===== src/rtl/keyboard_buf.sv =====
// Receive-side keyboard character FIFO: queues 7-bit ASCII codes from the
// serial receiver and presents the oldest one (show-ahead) to the CPU.
module keyboard_buf #(
  parameter int unsigned DEPTH = 16,
  parameter int unsigned PTR_W = $clog2(DEPTH)
) (
  input  logic       clk,
  input  logic       reset,
  input  logic       KB_read_en,
  input  logic       KB_clear,
  input  logic [7:0] rx_data,
  input  logic       rx_done,
  output logic       KB_status,
  output logic [6:0] KB_data,
  output logic       buf_full
);

  localparam logic [PTR_W-1:0] PTR_ONE  = PTR_W'(1);
  localparam logic [PTR_W:0]   CNT_ONE  = (PTR_W + 1)'(1);
  localparam logic [PTR_W:0]   CNT_FULL = (PTR_W + 1)'(DEPTH);

  logic [6:0]       mem [DEPTH];
  logic [PTR_W-1:0] wr_ptr;
  logic [PTR_W-1:0] rd_ptr;
  logic [PTR_W:0]   count;
  logic             rx_done_d;
  logic             rd_en_d;

  logic push_req;
  logic pop_req;
  logic empty;
  logic full;
  logic do_push;
  logic do_pop;

  assign push_req = rx_done & ~rx_done_d;
  assign pop_req  = KB_read_en & ~rd_en_d;
  assign empty    = (count == '0);
  assign full     = (count == CNT_FULL);

  // Both gates use the pre-edge count: an empty buffer ignores the pop and a
  // full one drops the push even when the other side frees/fills a slot.
  assign do_push  = push_req & ~full;
  assign do_pop   = pop_req & ~empty;

  always_ff @(posedge clk or posedge reset) begin
    if (reset) begin
      rx_done_d <= 1'b0;
      rd_en_d   <= 1'b0;
    end else begin
      rx_done_d <= rx_done;
      rd_en_d   <= KB_read_en;
    end
  end

  always_ff @(posedge clk or posedge reset) begin
    if (reset) begin
      wr_ptr <= '0;
      rd_ptr <= '0;
      count  <= '0;
    end else if (KB_clear) begin
      wr_ptr <= '0;
      rd_ptr <= '0;
      count  <= '0;
    end else begin
      if (do_push) begin
        wr_ptr <= wr_ptr + PTR_ONE;
      end
      if (do_pop) begin
        rd_ptr <= rd_ptr + PTR_ONE;
      end
      case ({do_push, do_pop})
        2'b10:   count <= count + CNT_ONE;
        2'b01:   count <= count - CNT_ONE;
        default: count <= count;
      endcase
    end
  end

  always_ff @(posedge clk) begin
    if (do_push && !KB_clear) begin
      mem[wr_ptr] <= rx_data[6:0];
    end
  end

  assign KB_status = ~empty;
  assign buf_full  = full;
  assign KB_data   = empty ? '0 : mem[rd_ptr];

endmodule


===== config.mk =====
export PLATFORM = sky130hd
export DESIGN_NAME = keyboard_buf
export DESIGN_NICKNAME = d
export VERILOG_FILES = /design/src/rtl/keyboard_buf.sv
export SDC_FILE = /design/constraint.sdc
export NUM_CORES = 1
export LEC_CHECK = 0
export CORE_MARGIN = 2
export CORE_UTILIZATION = 65
export DETAILED_ROUTE_END_ITERATION = 8
export PLACE_DENSITY = 0.92
export SLEW_MARGIN = 10
export SYNTH_ARGS = -nofsm -noshare
export SYNTH_HDL_FRONTEND = slang
export SYNTH_SLANG_ARGS = --single-unit

===== constraint.sdc =====
create_clock -name clk -period 4.6 [get_ports clk]
set_input_delay 1.15 -clock clk [delete_from_list [all_inputs] [get_ports clk]]
set_output_delay 1.15 -clock clk [all_outputs]
set_load 0.01 [all_outputs]

# Yosys cells after proc, flatten, opt, wreduce, memory -nomap -nowiden
# Memories as Yosys holds them, arrays and structs flattened.
# Index checks and enable logic that the tools add are counted.
# totals
in_bits	13
romBits	0
reg_bits	15
ramBits	112
elab_cells	36
n_memories	1
latch_bits	0
# memory_table
memory	words	word_bits	read_ports	rd_clocked_by_memory_dff	wr	line	source
mem	16	7	1	0	1	22	logic [6:0] mem [DEPTH];
# op_classes
add_sub_neg	4
shift	0
magnitude_cmp	0
bitwise_logic	8
n_mux	9
n_div	0
eq_ne	3
multipliers	0
reduce_logical	6
# op_table
cell	n
two-way mux 4 bit	4
one-hot mux 5 bit (2 select lines)	1
adder 4 x 1 -> 4 bit (second input constant)	2
two-way mux 7 bit	1
adder 5 x 1 -> 5 bit (second input constant)	1
== test 5 bit (second input constant)	1
logical NOT 5 bit	1
two-way mux 5 bit	1
subtractor 5 x 1 -> 5 bit (second input constant)	1
bitwise AND 1 bit	4
NOT 1 bit	4
nonzero test 2 bit	2
nonzero test 3 bit	1
== test 2 x 1 -> 1 bit (second input constant)	1
== test 2 bit (second input constant)	1
two-way mux 1 bit	2
logical AND 1 bit	1
logical NOT 1 bit	1

# Logic depth before layout (Yosys ltp)
# Gate-level depths: netlist of run 1.
# logic_depth
word_depth	6
mapped_depth	10

# Worst setup path before layout of run 1
# OpenSTA, ideal clock, no wires.
# synth_timing
path_kind	reg2out
from	register rd_ptr[0]
to	output port KB_data[0]
path_buffers	1
setup_slack_ps	1679
arrival_ps	1771
path_stages_with_launch	5
path_cell_list	dfrtp_1 buf_2 mux4_2 mux4_2 nor2b_1
# synth_between
elab_chain_cells	2
# synth_rtl
element	line	source
from (decl)	24	logic [PTR_W-1:0] rd_ptr;
from (signal assigned)	70	rd_ptr <= rd_ptr + PTR_ONE;
memory (16 x 7 bit)	--	
two-way mux 7 bit	88	assign KB_data = empty ? '0 : mem[rd_ptr];
to (decl)	14	output logic [6:0] KB_data,
# No other way between the ends.

# Final worst setup path of run 1
# layout_timing
from	register rd_ptr[0]
to	output port KB_data[5]
# Same word-level chain as after synthesis.

==> results of run 1 <==
-- worst register-to-register path, delay by kind of cell, from the launching register on --
kind / cells / cell delay (ns)
AOI/OAI and AO/OA: 3 / 0.56
xor gates and xnor gates: 2 / 0.28
adders and majority gates: 1 / 0.24
DFF: 1 / 0.49
and+or+nand+nor: 3 / 0.97
-- metal layers --
metal	GRT usage [%]	vias up	routed length (um)
met5	0	-	0
met3	7.50	32	1070
met4	12.3	0	376
li1	-	1224	-
met2	44.8	193	5730
met1	37.2	1467	4170
-- cell families after synthesis --
| family | Yosys count |
|---|---|
| AO/OA/AOI/OAI | 25 |
| XOR/XNOR | 9 |
| AND/OR/NAND/NOR | 70 |
| multiplexers | 36 |
| flip-flops | 127 |
| buffers and inverters | 21 |
| adder cells (fa/ha/maj) | 7 |
-- cell usage after synthesis --
library cell and instances:
nor4_2 1, mux2i_1 1, a41oi_1 1, a21oi_1 8, clkbuf_1 11, buf_6 1
a21oi_2 1, xnor2_1 3, nor2b_1 9, mux4_2 35, nor3b_1 1, buf_1 2
nand4_1 3, xor2_1 6, o31ai_1 1, nor3_1 2, nand3_1 2, nand2b_1 2
or3_1 2, a32oi_1 2, or4_4 1, ha_1 7, nor3_2 1, a211oi_2 1
and3_1 4, a221oi_4 1, edfxtp_1 112, a41o_1 1, inv_1 4, dfrtp_1 15
o21ai_0 5, nor2_1 28, nand3b_1 1, buf_2 3, a21o_1 2, and2_1 2
nand2_1 11, o2111ai_1 1, o211ai_1 1
-- through the flow --
| stage | util, % | instance area [um^2] |
|---|---|---|
| 2_1_floorplan | - | 5330 |
| 3_3_place_gp | 69.7 | 5640 |
| 3_5_place_dp | 69.7 | 5640 |
| 4_1_cts | 76.8 | 6210 |
| 5_1_grt | 76.8 | 6210 |
| 6_report | 76.8 | 6210 |
-- how the worst max path moves through the flow --
stage and to:
2_1_floorplan KB_data[0], 3_3_place_gp KB_data[1], 3_5_place_dp KB_data[4], 4_1_cts KB_data[4], 5_1_grt KB_data[0], 6_report KB_data[5]
-- power groups by stage --
stage | combinational, mW | clock, mW | sequential, mW
floorplan | 0.491 | 0 | 1.32
global placement | 0.664 | 0 | 1.37
detailed placement | 0.687 | 0 | 1.37
CTS | 0.697 | 1.29 | 1.35
global route | 0.750 | 1.34 | 1.36
finish | 0.693 | 1.29 | 1.35
-- registers in the layout (all words and copies together), names as in the netlist --
register / cells
count: 5
rd_ptr: 4
rd_en_d: 1
rx_done_d: 1
wr_ptr: 4
mem: 112
-- final cells by class --
type                            instances  area, um^2  area share (%)
Sequential cell                       127        3740            60.2
Multi-Input combinational cell        147        1510            24.2
Clock buffer                           17         414            6.67
Timing Repair Buffer                   25         250            4.03
Clock inverter                         14         158            2.54
Tap cell                              105         131            2.11
Inverter                                4        15.0           0.242
==> flow_metrics.py, run 1 <==
metrics = {
    "pwr": {
        "comb_power_share_pct": 20.8,
        "ir_drop_v": 0.000393,
        "finalPower_mw": 3.33,
        "cellPowerDensity_nw_per_um2": 536,
        "p_clk_share_pct": 38.7,
        "p_sw_uw": 923,
        "swShare_pct": 27.7,
        "p_int_mw": 2.41,
        "pwr-share-seq_pct": 40.5,
        "p_leak_nw": 2.05,
    },
    "synthesis": {
        "syn_area_per_cell_um2": 18.1,
        "synth_top_family_by_area": "multiplexers",
        "synth_top_area_share_pct": 63.1,
        "synth_cell_types": 39,
        "synth_compound_area_share_pct": 3.52,
        "synthSimpleGateAreaFrac_pct": 6.62,
        "ys_seq_elements": 127,
        "syn_inst": 295,
        "synth_xor_area_share_pct": 1.48,
        "synthAdderAreaFrac_pct": 1.64,
        "syn-num-nets": 315,
        "synth.top_cells.by_area": "edfxtp_1 63%, mux4_2 15%, dfrtp_1 7.0%, nor2_1 2.0%, ha_1 1.6%",
        "syn_area_um2": 5330,
        "synth_top_area_cell": "edfxtp_1",
        "yosysWarnings": 0,
        "synth_mux_area_share_pct": 15.0,
        "ys_seq_area_share_pct": 70.1,
    },
    "worst_setup_path": {
        "critPathBufInv": 2,
        "r2r_cells": 9,
        "criticalPathCategory": "reg -> out",
        "cp_cell_sequence": "buf_12, mux4_2, mux4_2, nor2b_1, clkdlybuf4s50_1",
        "r2r_end": "count[4]$_DFFE_PP0P_",
        "path_common_cell": "mux4_2",
        "start_kind": "flip-flop",
        "crit_path_start": "rd_ptr[0]$_DFFE_PP0P_",
        "required_ns": 3.45,
        "path_delay_family": "multiplexers",
        "crit_path_end_kind": "output port",
        "r2r_slack_ns": 1.95,
        "critPathMaxFanout": 19,
        "timing.rr.start": "count[1]$_DFFE_PP0P_",
        "crit_arrival_ns": 3.14,
        "worst_path_max_delay_cell": "dfrtp_2",
        "slowest_delay_ns": 0.65,
        "crit_cells": 5,
    },
    "placement": {
        "dpl.hpwl_um": 6760,
        "dpl.cell_count": 408,
        "place_ws_ns": 0.835,
        "gp_congestion": 0.880,
        "port_buffers": 20,
    },
    "clock_network": {
        "root_buffer": "clkbuf_8",
        "numCtsBuffers": 17,
        "cts_max_level": 4,
        "clk_pin_slew_ns": 0.06,
        "clk_latency_ns": 0.52,
        "tritoncts": "done",
        "cts_hold_buf": 0,
        "clock_sinks": 127,
        "cts_setup_buffers": 0,
        "post_cts_resize_count": 0,
        "clockBufferDepth": 2,
    },
    "cells_and_area": {
        "mostFrequentLayoutCells": "112 x edfxtp_1, 35 x mux4_2, 28 x nor2_1",
        "nets": 342,
        "fin_cells": 439,
        "syn_to_final_growth_pct": 16.5,
        "antennaDiodeCount": 0,
        "final_common_cell": "edfxtp_1",
        "drive_gt1_share_pct": 23.4,
        "n_fill_cell": 433,
    },
    "die": {
        "die_area_um2": 8950,
        "fp.coreArea_um2": 8090,
        "boundaryPins": 22,
        "die_h_um": 94.6,
        "rows": 33,
        "die_x_um": 94.6,
        "initial_core_util_pct": 65.9,
    },
    "timing": {
        "final-setup-viol-count": 0,
        "rsz0062_at_grt": "no",
        "fmax_mhz": 233,
        "period_minus_slack_ns": 4.29,
        "skew_ns": 0.00924,
        "final.setup.tns_ns": 0,
        "hold_violations": 0,
        "period_share_pct": 93.4,
        "slew_headroom_pct": 42.6,
        "setup_slack_ns": 0.306,
        "holdWs_ns": 0.675,
        "report.final.slew_viol_count": 0,
        "worstMarginPinSlew_ns": 0.858,
    },
    "routing": {
        "num_vias": 2916,
        "wl_um": 11300,
        "post_drt_wl_per_cell_um": 25.9,
        "postRouteAntennaNets": 0,
        "drc": 0,
        "drt-pass1-iter-count": 5,
        "vias_per_cell": 6.64,
        "drtIter0Drc": 483,
    },
    "hold_path": {
        "hold_start": "wr_ptr[2]$_DFFE_PP0P_",
        "holdPathStages": 2,
        "min_path_type": "reg -> reg",
        "min_to": "wr_ptr[2]$_DFFE_PP0P_",
    },
    "grt": {
        "grt_max_degree": 32,
        "grt_antenna_before_repair": 0,
        "track_usage_pct": 28.1,
        "grt_overflow": 0,
        "grt_pass1_wl_um": 17100,
        "grt_pass1_vias": 2890,
    },
    "outcome": {
        "status": "finished, final reports clean",
    },
    "flow_run": {
        "maxCapViolCount": 0,
    },
}
(Power assumes the default switching activity.)
==> run 2, diff against run 1 <==
--- a/config.mk
+++ b/config.mk
@@ -6,10 +6,9 @@
 export NUM_CORES = 1
 export LEC_CHECK = 0
 export CORE_MARGIN = 2
-export CORE_UTILIZATION = 65
+export CORE_UTILIZATION = 54
 export DETAILED_ROUTE_END_ITERATION = 8
-export PLACE_DENSITY = 0.92
-export SLEW_MARGIN = 10
+export PLACE_DENSITY = 0.83
 export SYNTH_ARGS = -nofsm -noshare
 export SYNTH_HDL_FRONTEND = slang
 export SYNTH_SLANG_ARGS = --single-unit
==> constraint.sdc (replaced) <==
create_clock -name clk -period 3.75 [get_ports clk]
set_input_delay 0.9375 -clock clk [delete_from_list [all_inputs] [get_ports clk]]
set_output_delay 0.9375 -clock clk [all_outputs]
set_load 0.01 [all_outputs]
==> run 2 against run 1 <==
  * Worst setup slack worse by 0.23 ns
  * Die area is 19% higher
  * Critical path type unchanged
  * Critical path depth is 1 higher
  * Largest cell class unchanged
  * Cell count is 9.6% higher
  * Wire length is 7.5% lower
  * Via count is 3.0% lower
==> flow_metrics.py, run 2 (same netlist as run 1, synthesis figures left out) <==
metrics = {
    "outcome": {
        "status": "finished, final reports clean",
    },
    "timing": {
        "final-setup-viol-count": 0,
        "holdWs_ns": 0.638,
        "fmax_mhz": 272,
        "period_minus_slack_ns": 3.68,
        "final.setup.tns_ns": 0,
        "period_share_pct": 98.1,
        "worstMarginPinSlew_ns": 0.793,
        "skew_ns": 0.00719,
        "rsz0062_at_grt": "no",
        "slew_headroom_pct": 46.9,
        "report.final.slew_viol_count": 0,
        "hold_violations": 0,
        "setup_slack_ns": 0.0726,
    },
    "routing": {
        "drc": 0,
        "drtIter0Drc": 234,
        "vias_per_cell": 5.88,
        "post_drt_wl_per_cell_um": 21.8,
        "wl_um": 10500,
        "drt-pass1-iter-count": 5,
        "num_vias": 2829,
        "postRouteAntennaNets": 0,
    },
    "pwr": {
        "cellPowerDensity_nw_per_um2": 657,
        "p_leak_nw": 2.17,
        "ir_drop_v": 0.000355,
        "finalPower_mw": 4.20,
    },
    "placement": {
        "dpl_cell_area_um2": 5700,
        "dpl.cell_count": 438,
        "port_buffers": 20,
        "gp_congestion": 0.839,
        "place_ws_ns": 0.341,
        "dpl.hpwl_um": 6380,
    },
    "clock_network": {
        "clk_pin_slew_ns": 0.06,
        "cts_hold_buf": 0,
        "clk_latency_ns": 0.52,
        "numCtsBuffers": 17,
        "cts_max_level": 4,
        "clockBufferDepth": 2,
        "tritoncts": "done",
        "root_buffer": "clkbuf_8",
        "clock_sinks": 127,
    },
    "cells_and_area": {
        "drive_gt1_share_pct": 26.4,
        "mostFrequentLayoutCells": "112 x edfxtp_1, 35 x mux4_2, 28 x nor2_1",
        "largest_reg_flops": 112,
        "syn_to_final_growth_pct": 19.7,
        "post-route-util_pct": 65.9,
        "antennaDiodeCount": 0,
        "biggestRegsByFlops": "mem (112), count (5)",
        "final_area_um2": 6380,
        "nets": 355,
        "final_common_cell": "edfxtp_1",
        "n_fill_cell": 602,
        "largest-register": "mem",
        "fin_cells": 481,
    },
    "grt": {
        "grt_overflow": 0,
        "grt_max_degree": 32,
        "grt_pass1_vias": 2772,
        "grt_pass1_wl_um": 16300,
        "track_usage_pct": 22.1,
        "grt_antenna_before_repair": 0,
    },
    "die": {
        "initial_core_util_pct": 55.1,
        "fp.coreArea_um2": 9680,
        "rows": 36,
        "die_x_um": 103,
        "die_h_um": 103,
        "die_area_um2": 10700,
        "boundaryPins": 22,
    },
    "worst_setup_path": {
        "required_ns": 2.81,
        "start_kind": "flip-flop",
        "crit_arrival_ns": 2.74,
        "critPathMaxFanout": 8,
        "crit_path_end_kind": "output port",
        "criticalPathCategory": "reg -> out",
        "r2r_slack_ns": 0.97,
    },
    "hold_path": {
        "min_path_type": "reg -> reg",
    },
    "flow_run": {
        "maxCapViolCount": 0,
    },
}
-- run 2: cell types whose count changed in the layout (fill, tap and decap cells not counted) --
| cell | change |
|---|---|
| clkinv_4 | -2 |
| buf_4 | +10 |
| inv_8 | +2 |
| inv_6 | +2 |
| buf_12 | +2 |
| clkinvlp_4 | -1 |
| clkdlybuf4s50_1 | -7 |
| dlymetal6s2s_1 | +1 |
| buf_6 | +1 |
| dlygate4sd2_1 | +6 |
-- run 2: metal layers --
metal / vias up / global-route usage [%] / share of wire (%)
met5: - / 0 / 0
met4: 0 / 8.40 / 1.6
met3: 17 / 5.98 / 6.4
met2: 111 / 34.7 / 51
met1: 1442 / 29.9 / 41
li1: 1259 / - / -
-- run 2: path summary, 6_finish.rpt --
path,from,endpoint,depth (start not counted)
max,rd_ptr[0]$_DFFE_PP0P_,KB_data[1],6
min,wr_ptr[3]$_DFFE_PP0P_,wr_ptr[3]$_DFFE_PP0P_,2
max reg2reg,count[1]$_DFFE_PP0P_,count[4]$_DFFE_PP0P_,9
min reg2reg,wr_ptr[3]$_DFFE_PP0P_,wr_ptr[3]$_DFFE_PP0P_,2
max in group asynchronous,reset,rd_ptr[0]$_DFFE_PP0P_,2
min in group asynchronous,reset,wr_ptr[0]$_DFFE_PP0P_,2
-- run 2: worst max-delay path: stages, from the launching register on --
cell	delay, ns
dfrtp_2	0.45
buf_12	0.15
buf_4	0.13
mux4_2	0.54
mux4_2	0.48
nor2b_1	0.15
dlygate4sd2_1	0.31
-- run 2: final cells by class --
cell class | instances | area [um^2] | area share [%]
Inverter | 4 | 15.0 | 0.235
Timing Repair Buffer | 38 | 372 | 5.82
Sequential cell | 127 | 3740 | 58.6
Tap cell | 133 | 166 | 2.61
Clock buffer | 17 | 414 | 6.49
Multi-Input combinational cell | 147 | 1510 | 23.6
Clock inverter | 15 | 173 | 2.70
-- run 2: power by group --
part           switching [mW]  internal (mW)
Sequential             0.0685           1.57
Clock                   0.652          0.968
Combinational           0.462          0.474
-- run 2: timing repair --
item / in CTS / in global routing
buffers inserted: 2 / 9
resized for setup: 6 / 2
pin swaps: 0 / 0
gates cloned: 0 / 0
endpoints found under the setup margin: 7 / 3
hold endpoints to repair: 0 / 0
==> run 3, diff against run 2 <==
--- a/config.mk
+++ b/config.mk
@@ -5,6 +5,7 @@
 export SDC_FILE = /design/constraint.sdc
 export NUM_CORES = 1
 export LEC_CHECK = 0
+export ABC_CLOCK_PERIOD_IN_PS = 3750
 export CORE_MARGIN = 2
 export CORE_UTILIZATION = 54
 export DETAILED_ROUTE_END_ITERATION = 8
==> results of run 3 <==
The final DEF is identical to that of run 2; final timing and power are the same.
